`src/rtl/control_word_sequencer.sv`:
```
// Loadable control-word buffer that replays FS/WR/DA/SA/SB words into the
// register file and ALU, one per clock (run) or one per step pulse.
module control_word_sequencer #(
  parameter int DEPTH_LOG2 = 4
) (
  input  logic                  clock,
  input  logic                  reset,
  input  logic                  clear,
  input  logic                  load,
  input  logic [15:0]           load_data,
  input  logic                  start,
  input  logic                  step,
  output logic [4:0]            FS,
  output logic                  WR,
  output logic [2:0]            DA,
  output logic [2:0]            SA,
  output logic [2:0]            SB,
  output logic [DEPTH_LOG2-1:0] pc,
  output logic [DEPTH_LOG2:0]   word_count,
  output logic                  running,
  output logic                  halted
);

  localparam int DEPTH = 1 << DEPTH_LOG2;
  localparam logic [DEPTH_LOG2:0]   COUNT_FULL = (DEPTH_LOG2 + 1)'(DEPTH);
  localparam logic [DEPTH_LOG2:0]   COUNT_ONE  = (DEPTH_LOG2 + 1)'(1);
  localparam logic [DEPTH_LOG2-1:0] PTR_ONE    = DEPTH_LOG2'(1);

  typedef enum logic [1:0] {IDLE, RUN, HALTED} state_t;

  state_t                state, state_next;
  logic [15:0]           mem [DEPTH];
  logic [DEPTH_LOG2-1:0] wptr;
  logic [15:0]           word;
  logic [DEPTH_LOG2:0]   pc_inc;
  logic                  empty, last, issue, restart, do_load;

  always_ff @(posedge clock) begin
    if (reset || clear) state <= IDLE;
    else                state <= state_next;
  end

  // Terminate when the issued word carries HALT or the buffer is exhausted;
  // pc_inc is one bit wider so a full buffer ends when pc wraps.
  always_comb begin
    word       = mem[pc];
    pc_inc     = {1'b0, pc} + COUNT_ONE;
    empty      = (word_count == '0);
    last       = word[15] || (pc_inc == word_count);
    state_next = state;
    issue      = 1'b0;
    restart    = 1'b0;
    do_load    = 1'b0;
    case (state)
      IDLE: begin
        if (start) begin
          if (empty) state_next = HALTED;
          else begin
            state_next = RUN;
            restart    = 1'b1;
          end
        end else if (step) begin
          if (!empty) begin
            issue = 1'b1;
            if (last) state_next = HALTED;
          end
        end else if (load) begin
          do_load = 1'b1;
        end
      end
      RUN: begin
        issue = 1'b1;
        if (last) state_next = HALTED;
      end
      HALTED: begin
        if (start && !empty) begin
          state_next = RUN;
          restart    = 1'b1;
        end
      end
      default: state_next = IDLE;
    endcase
  end

  always_comb begin
    running = (state == RUN);
    halted  = (state == HALTED);
  end

  always_ff @(posedge clock) begin
    if (reset || clear) begin
      pc         <= '0;
      wptr       <= '0;
      word_count <= '0;
      FS         <= '0;
      WR         <= 1'b0;
      DA         <= '0;
      SA         <= '0;
      SB         <= '0;
    end else begin
      WR <= 1'b0;
      if (restart) pc <= '0;
      if (issue) begin
        FS <= word[14:10];
        WR <= word[9];
        DA <= word[8:6];
        SA <= word[5:3];
        SB <= word[2:0];
        pc <= pc + PTR_ONE;
      end
      if (do_load) begin
        wptr <= wptr + PTR_ONE;
        if (word_count != COUNT_FULL) word_count <= word_count + COUNT_ONE;
      end
    end
  end

  // Buffer contents survive reset and clear.
  always_ff @(posedge clock) begin
    if (do_load && !reset && !clear) mem[wptr] <= load_data;
  end

endmodule

```
`config.mk`:
```
export PLATFORM = sky130hd
export DESIGN_NAME = control_word_sequencer
export DESIGN_NICKNAME = d
export VERILOG_FILES = /design/src/rtl/control_word_sequencer.sv
export SDC_FILE = /design/constraint.sdc
export NUM_CORES = 1
export LEC_CHECK = 0
export ABC_AREA = 1
export CAP_MARGIN = 0
export CORE_MARGIN = 2
export CORE_UTILIZATION = 55
export CTS_CLUSTER_SIZE = 10
export DETAILED_ROUTE_END_ITERATION = 6
export GPL_TIMING_DRIVEN = 0
export PLACE_DENSITY = 0.73
export SYNTH_ARGS = -nofsm -noshare
export SYNTH_HDL_FRONTEND = slang
export SYNTH_SLANG_ARGS = --single-unit
```
`constraint.sdc`:
```
create_clock -name clock -period 3 [get_ports clock]
set_input_delay 0.3 -clock clock [delete_from_list [all_inputs] [get_ports clock]]
set_output_delay 0.3 -clock clock [all_outputs]
set_load 0.02 [all_outputs]
```
## After elaboration in Yosys (flattened, before gate mapping)

Memory sizes are Yosys's and may differ from the RTL's. A register that Yosys moved wholly into a read port is not among the register bits.
Cells that the tools add are included.
Widths: inputs -> output; s select.

- Flip-flop bits (word level): 30
- RAM bits: 256
- Input bits: 22
- Output and inout bits: 26
- Logic and storage cells: 60
- Memories: 1

- Add/subtract/negate cells: 4
- Equal/unequal tests: 7
- Muxes and demuxes: 24
- Bitwise gates (word level): 1
- Reductions and logical operators: 14

Memories:

| memory | words | width | rd ports | clocked after Yosys merged registers in | wr ports | RTL line | text |
|---|---|---|---|---|---|---|---|
| mem | 16 | 16 | 1 | 1 | 1 | 32 | `logic [15:0] mem [DEPTH];` |

Operators by type and width:

| cell | number |
|---|---|
| $mux 4 | 4 |
| $mux 2 | 6 |
| $mux 1 | 11 |
| $add 4x1->4 const B | 2 |
| $ne 3x3->1 const B | 2 |
| $pmux 2 s3 | 1 |
| $add 4x1->5 const B | 1 |
| $add 5x1->5 const B | 1 |
| $eq 5x5->1 | 1 |
| $logic_not 5->1 | 1 |
| $ne 5x5->1 const B | 1 |
| $pmux 1 s2 | 2 |
| $logic_and 1x1->1 | 3 |
| $logic_not 1->1 | 3 |
| $reduce_and 3->1 | 1 |
| $eq 2x1->1 const B | 1 |
| $eq 2x2->1 const B | 1 |
| $logic_not 2->1 | 1 |
| $logic_or 1x1->1 | 2 |
| $ne 2x1->1 const B | 1 |
| $reduce_and 2->1 | 1 |
| $reduce_bool 2->1 | 1 |
| $reduce_or 2->1 | 1 |
| $not 1->1 | 1 |

## Longest topological paths before layout

- Depth in word-level cells: 9
- Gate-level depth with buffers: 12
- Gate-level depth less buffers: 12

## Worst setup path before layout

OpenSTA, ideal clock, no wires.

- Kind: register to register
- Start: register state[1]
- End: memory mem[11][0], enable pin
- Setup time: 0.409 ns
- Data arrival time: 2.052 ns
- Setup slack: 0.539 ns
- Stages on the path, launching flop included: 8
- Clock period less this slack: 2.461 ns
- Path through: dfxtp_1 > inv_1 > nand2_1 > nor2_1 > nand2_1 > inv_1 > nand3_1 > nor3_1

- Word-level cells in the longest chain between the ends: 6

RTL lines:

| element | RTL line | text |
|---|---|---|
| from (decl) | 31 | `state_t state, state_next;` |
| from (signal assigned) | 40 | `else state <= state_next;` |
| $logic_not 2->1 | 54 | `case (state)` |
| $mux 1 | 54 |  |
| $logic_and 1x1->1 (2 in a row) | 120 | `if (do_load && !reset && !clear) mem[wptr] <= load_data;` |
| $mux 1 | 120 |  |
| $mux 1 (implied by the code) | 120 |  |
| to (decl) | 32 |  |

Every way passes these cells.

## Worst setup path after layout

- Start: input port reset
- End: memory mem[3][0], enable pin

- Word-level cells in the longest chain between the ends: 5

RTL lines:

| element | RTL line | text |
|---|---|---|
| from (decl) | 7 | `input logic reset,` |
| $logic_not 1->1 | 120 |  |
| $logic_and 1x1->1 (2 in a row) | 120 |  |
| $mux 1 | 120 |  |
| $mux 1 (implied by the code) | 120 |  |

Every way passes these cells.

==> impl_metrics.tcl <==
set metrics [dict create \
    via_count 8212 \
    fin_tns_setup_ns 0 \
    instances_no_fill 1346 \
    io_pins 48 \
    cellLeakagePower_nw 4.64 \
    placementRows 53 \
    drt_iter0_drc 1156 \
    cts_hold_buf 0 \
    outcome "finished clean" \
    synth_common_cells "edfxtp_1, nor2_1, o21ai_0" \
    synth-seq-cells 290 \
    rsz0062_at_grt "false" \
    critPathLaunchType "primary input" \
    drtPass1Iterations 5 \
    place_ws_ns 0.264 \
    critPathRequiredTime_ns 3.21 \
    drv_slew 0 \
    maxCapViolations 0 \
    postCtsSetupRepairBufs 0 \
    ctsLongestPathBuffers 3 \
    area_delta_synth_final_pct 18.1 \
    htreeDepth 2 \
    fin_ws_ns 0.710 \
    die_x_um 149 \
    n_antenna_cell 0 \
    grt_pass1_wl_um 46400 \
    cts_made_buffers 34 \
    timing.final.crit_share 0.763 \
    postSynthAreaPerCell_um2 12.2 \
    fin_skew_ns 0.0223 \
    place_hpwl_um 20800 \
    synth_cells 953 \
    crit_fanout 10 \
    clk_pin_slew_worst_paths_ns 0.05 \
    initial_core_util 0.557 \
    placed_cell_area_um2 12800 \
    nNetsFinal 1082 \
    overflow 0 \
    fillers 1518 \
    dp.cells 1292 \
    multiInputGateArea_um2 2830 \
    vdd_drop_max_mv 0.518 \
    ctsRootBufferMaster "clkbuf_16" \
    synth_area_leader_cell "edfxtp_1" \
    hp-class "reg2reg" \
    setup_violations 0 \
    track_usage 0.288 \
    antenna_left 0 \
    cp-end-kind "flip-flop" \
    maxSlewHeadroom 0.514 \
    worstSetupPathType "in2reg" \
    cts_tree "built" \
    grt_pass1_vias 7831 \
    core_area_um2 20900 \
    viasPerCell 6.10 \
    seq_area_um2 8370 \
    hold_viol 0 \
    r2r_setup_slack_ns 0.74 \
    synth_edf_count 256 \
    clkLatencyLatePin_ns 0.52 \
    clkSinkCount 290 \
    wire_per_inst_um 23.3 \
    synth-async-reset-ratio 0 \
    fp.dieArea_um2 22300 \
    synth_fp_nets 982 \
    min_period_ns 2.29 \
    synth_seq_area_share 0.720 \
    io_buffer_count 47 \
    synth_top_area_frac 0.661 \
    synth_area_leaders "edfxtp_1, dfxtp_1, nor2_1" \
    cts.repair.resized 0 \
    cellPowerDensity_nw_per_um2 603 \
    max_freq_mhz 437 \
    antenna_found_initial 0 \
    yosys_warnings 0 \
    drive_above_1_share 0.104 \
    drcViolationCount 0 \
    chipHeight_um 149 \
    grt_max_degree 17 \
    gp_congestion 0.907 \
    synth_cell_type_count 30 \
    wl_um 31400 \
    ys.flop_type "edfxtp_1" \
    yosysMostFrequentCell "edfxtp_1" \
    mappedNetlistArea_um2 11600 \
    fin_area_um2 13700 \
    cp.arrival_ns 2.51 \
    worst_pin_slew_ns 0.729 \
    hold_ws_ns 0.534 \
]
==> worst paths after layout <==
check / cells after the start / to / startpoint
min reg2reg: 2 / FS[4] / FS[4]
max reg2reg: 8 / mem[3][0] / state[1]
max: 6 / mem[3][0] / reset
min: 2 / FS[4] / FS[4]
==> power breakdown <==
group / switching, mW / leakage [nW] / internal (mW) / total (mW)
logic: 0.140 / 1.60 / 0.0642 / 0.204
registers: 0.00526 / 2.57 / 4.40 / 4.40
clock network: 1.52 / 0.465 / 2.15 / 3.67
==> critical path, stage by stage <==
cell and delay, ns:
clkdlybuf4s50_1 0.40, nor2_1 0.16, clkbuf_1 0.45, nand3_1 0.35, nor2_2 0.60, buf_6 0.24
==> layer usage <==
metal / vias to the layer above / global-route usage / wire [um] / share of wire
met3: 92 / 0.0557 / 3070 / 0.098
met1: 3987 / 0.382 / 11800 / 0.38
li1: 3647 / - / - / -
met5: - / 0 / 0 / 0
met2: 486 / 0.468 / 15100 / 0.48
met4: 0 / 0.122 / 1360 / 0.043
==> cell usage in the layout (no fill, tap or decap) <==
cell             Yosys  final
edfxtp_1           256    256
nor2_1             180    165
o21ai_0            124    124
nand3_1             63     63
nand2_1             58     58
clkdlybuf4s50_1      0     47
inv_1               45     45
clkbuf_1            28     45
o211ai_1            40     40
clkbuf_16            0     35
dfxtp_1             34     34
o221ai_1            19     19
buf_2               17     17
nor2_2               1     16
o22ai_1             16     16
o21ai_1             12     12
a21oi_1             11     11
buf_8                0     11
buf_6                5      7
or2_0                7      7
ha_1                 7      7
buf_4                5      6
inv_2                4      4
nand4_1              4      4
or2_1                3      3
or2_2                3      3
buf_16               0      3
nor3_2               1      2
buf_1                2      2
a21oi_2              2      2
nor3_1               3      2
clkinv_8             0      2
nand3_2              1      1
nand2_2              1      1
a211oi_2             1      1
==> stage by stage <==
| step | utilization | power [mW] |
|---|---|---|
| floorplan | - | 4.57 |
| global placement | 0.596 | 4.68 |
| detailed placement | 0.611 | 4.69 |
| CTS | 0.657 | 8.31 |
| global route | 0.657 | 8.48 |
| finish | 0.657 | 8.27 |
==> sequential cells by signal (all words and copies together) (netlist names), named ones only <==
name / count
wptr: 4
SB: 3
state: 2
WR: 1
mem: 256
SA: 3
FS: 5
pc: 4
word_count: 5
DA: 3
==> area by class of cell <==
class,count,share of cell area
flip-flops and latches,290,0.609
multi-input cells,557,0.206
clock buffers,52,0.0684
repair buffers,64,0.0545
well taps,275,0.0251
plain buffers,57,0.0212
inverters,49,0.0134
clock inverters,2,0.00237
==> kinds of logic (layout without fill, tap and decap cells) <==
| group | after synthesis | after routing | share of synthesized area |
|---|---|---|---|
| simple gates | 325 | 325 | 0.117 |
| compound gates | 225 | 225 | 0.115 |
| fa+ha+maj | 7 | 7 | 0.00753 |
| flops | 290 | 290 | 0.720 |
| buf+inv | 106 | 224 | 0.0409 |
No activity file was read; power rests on OpenSTA's default activity.
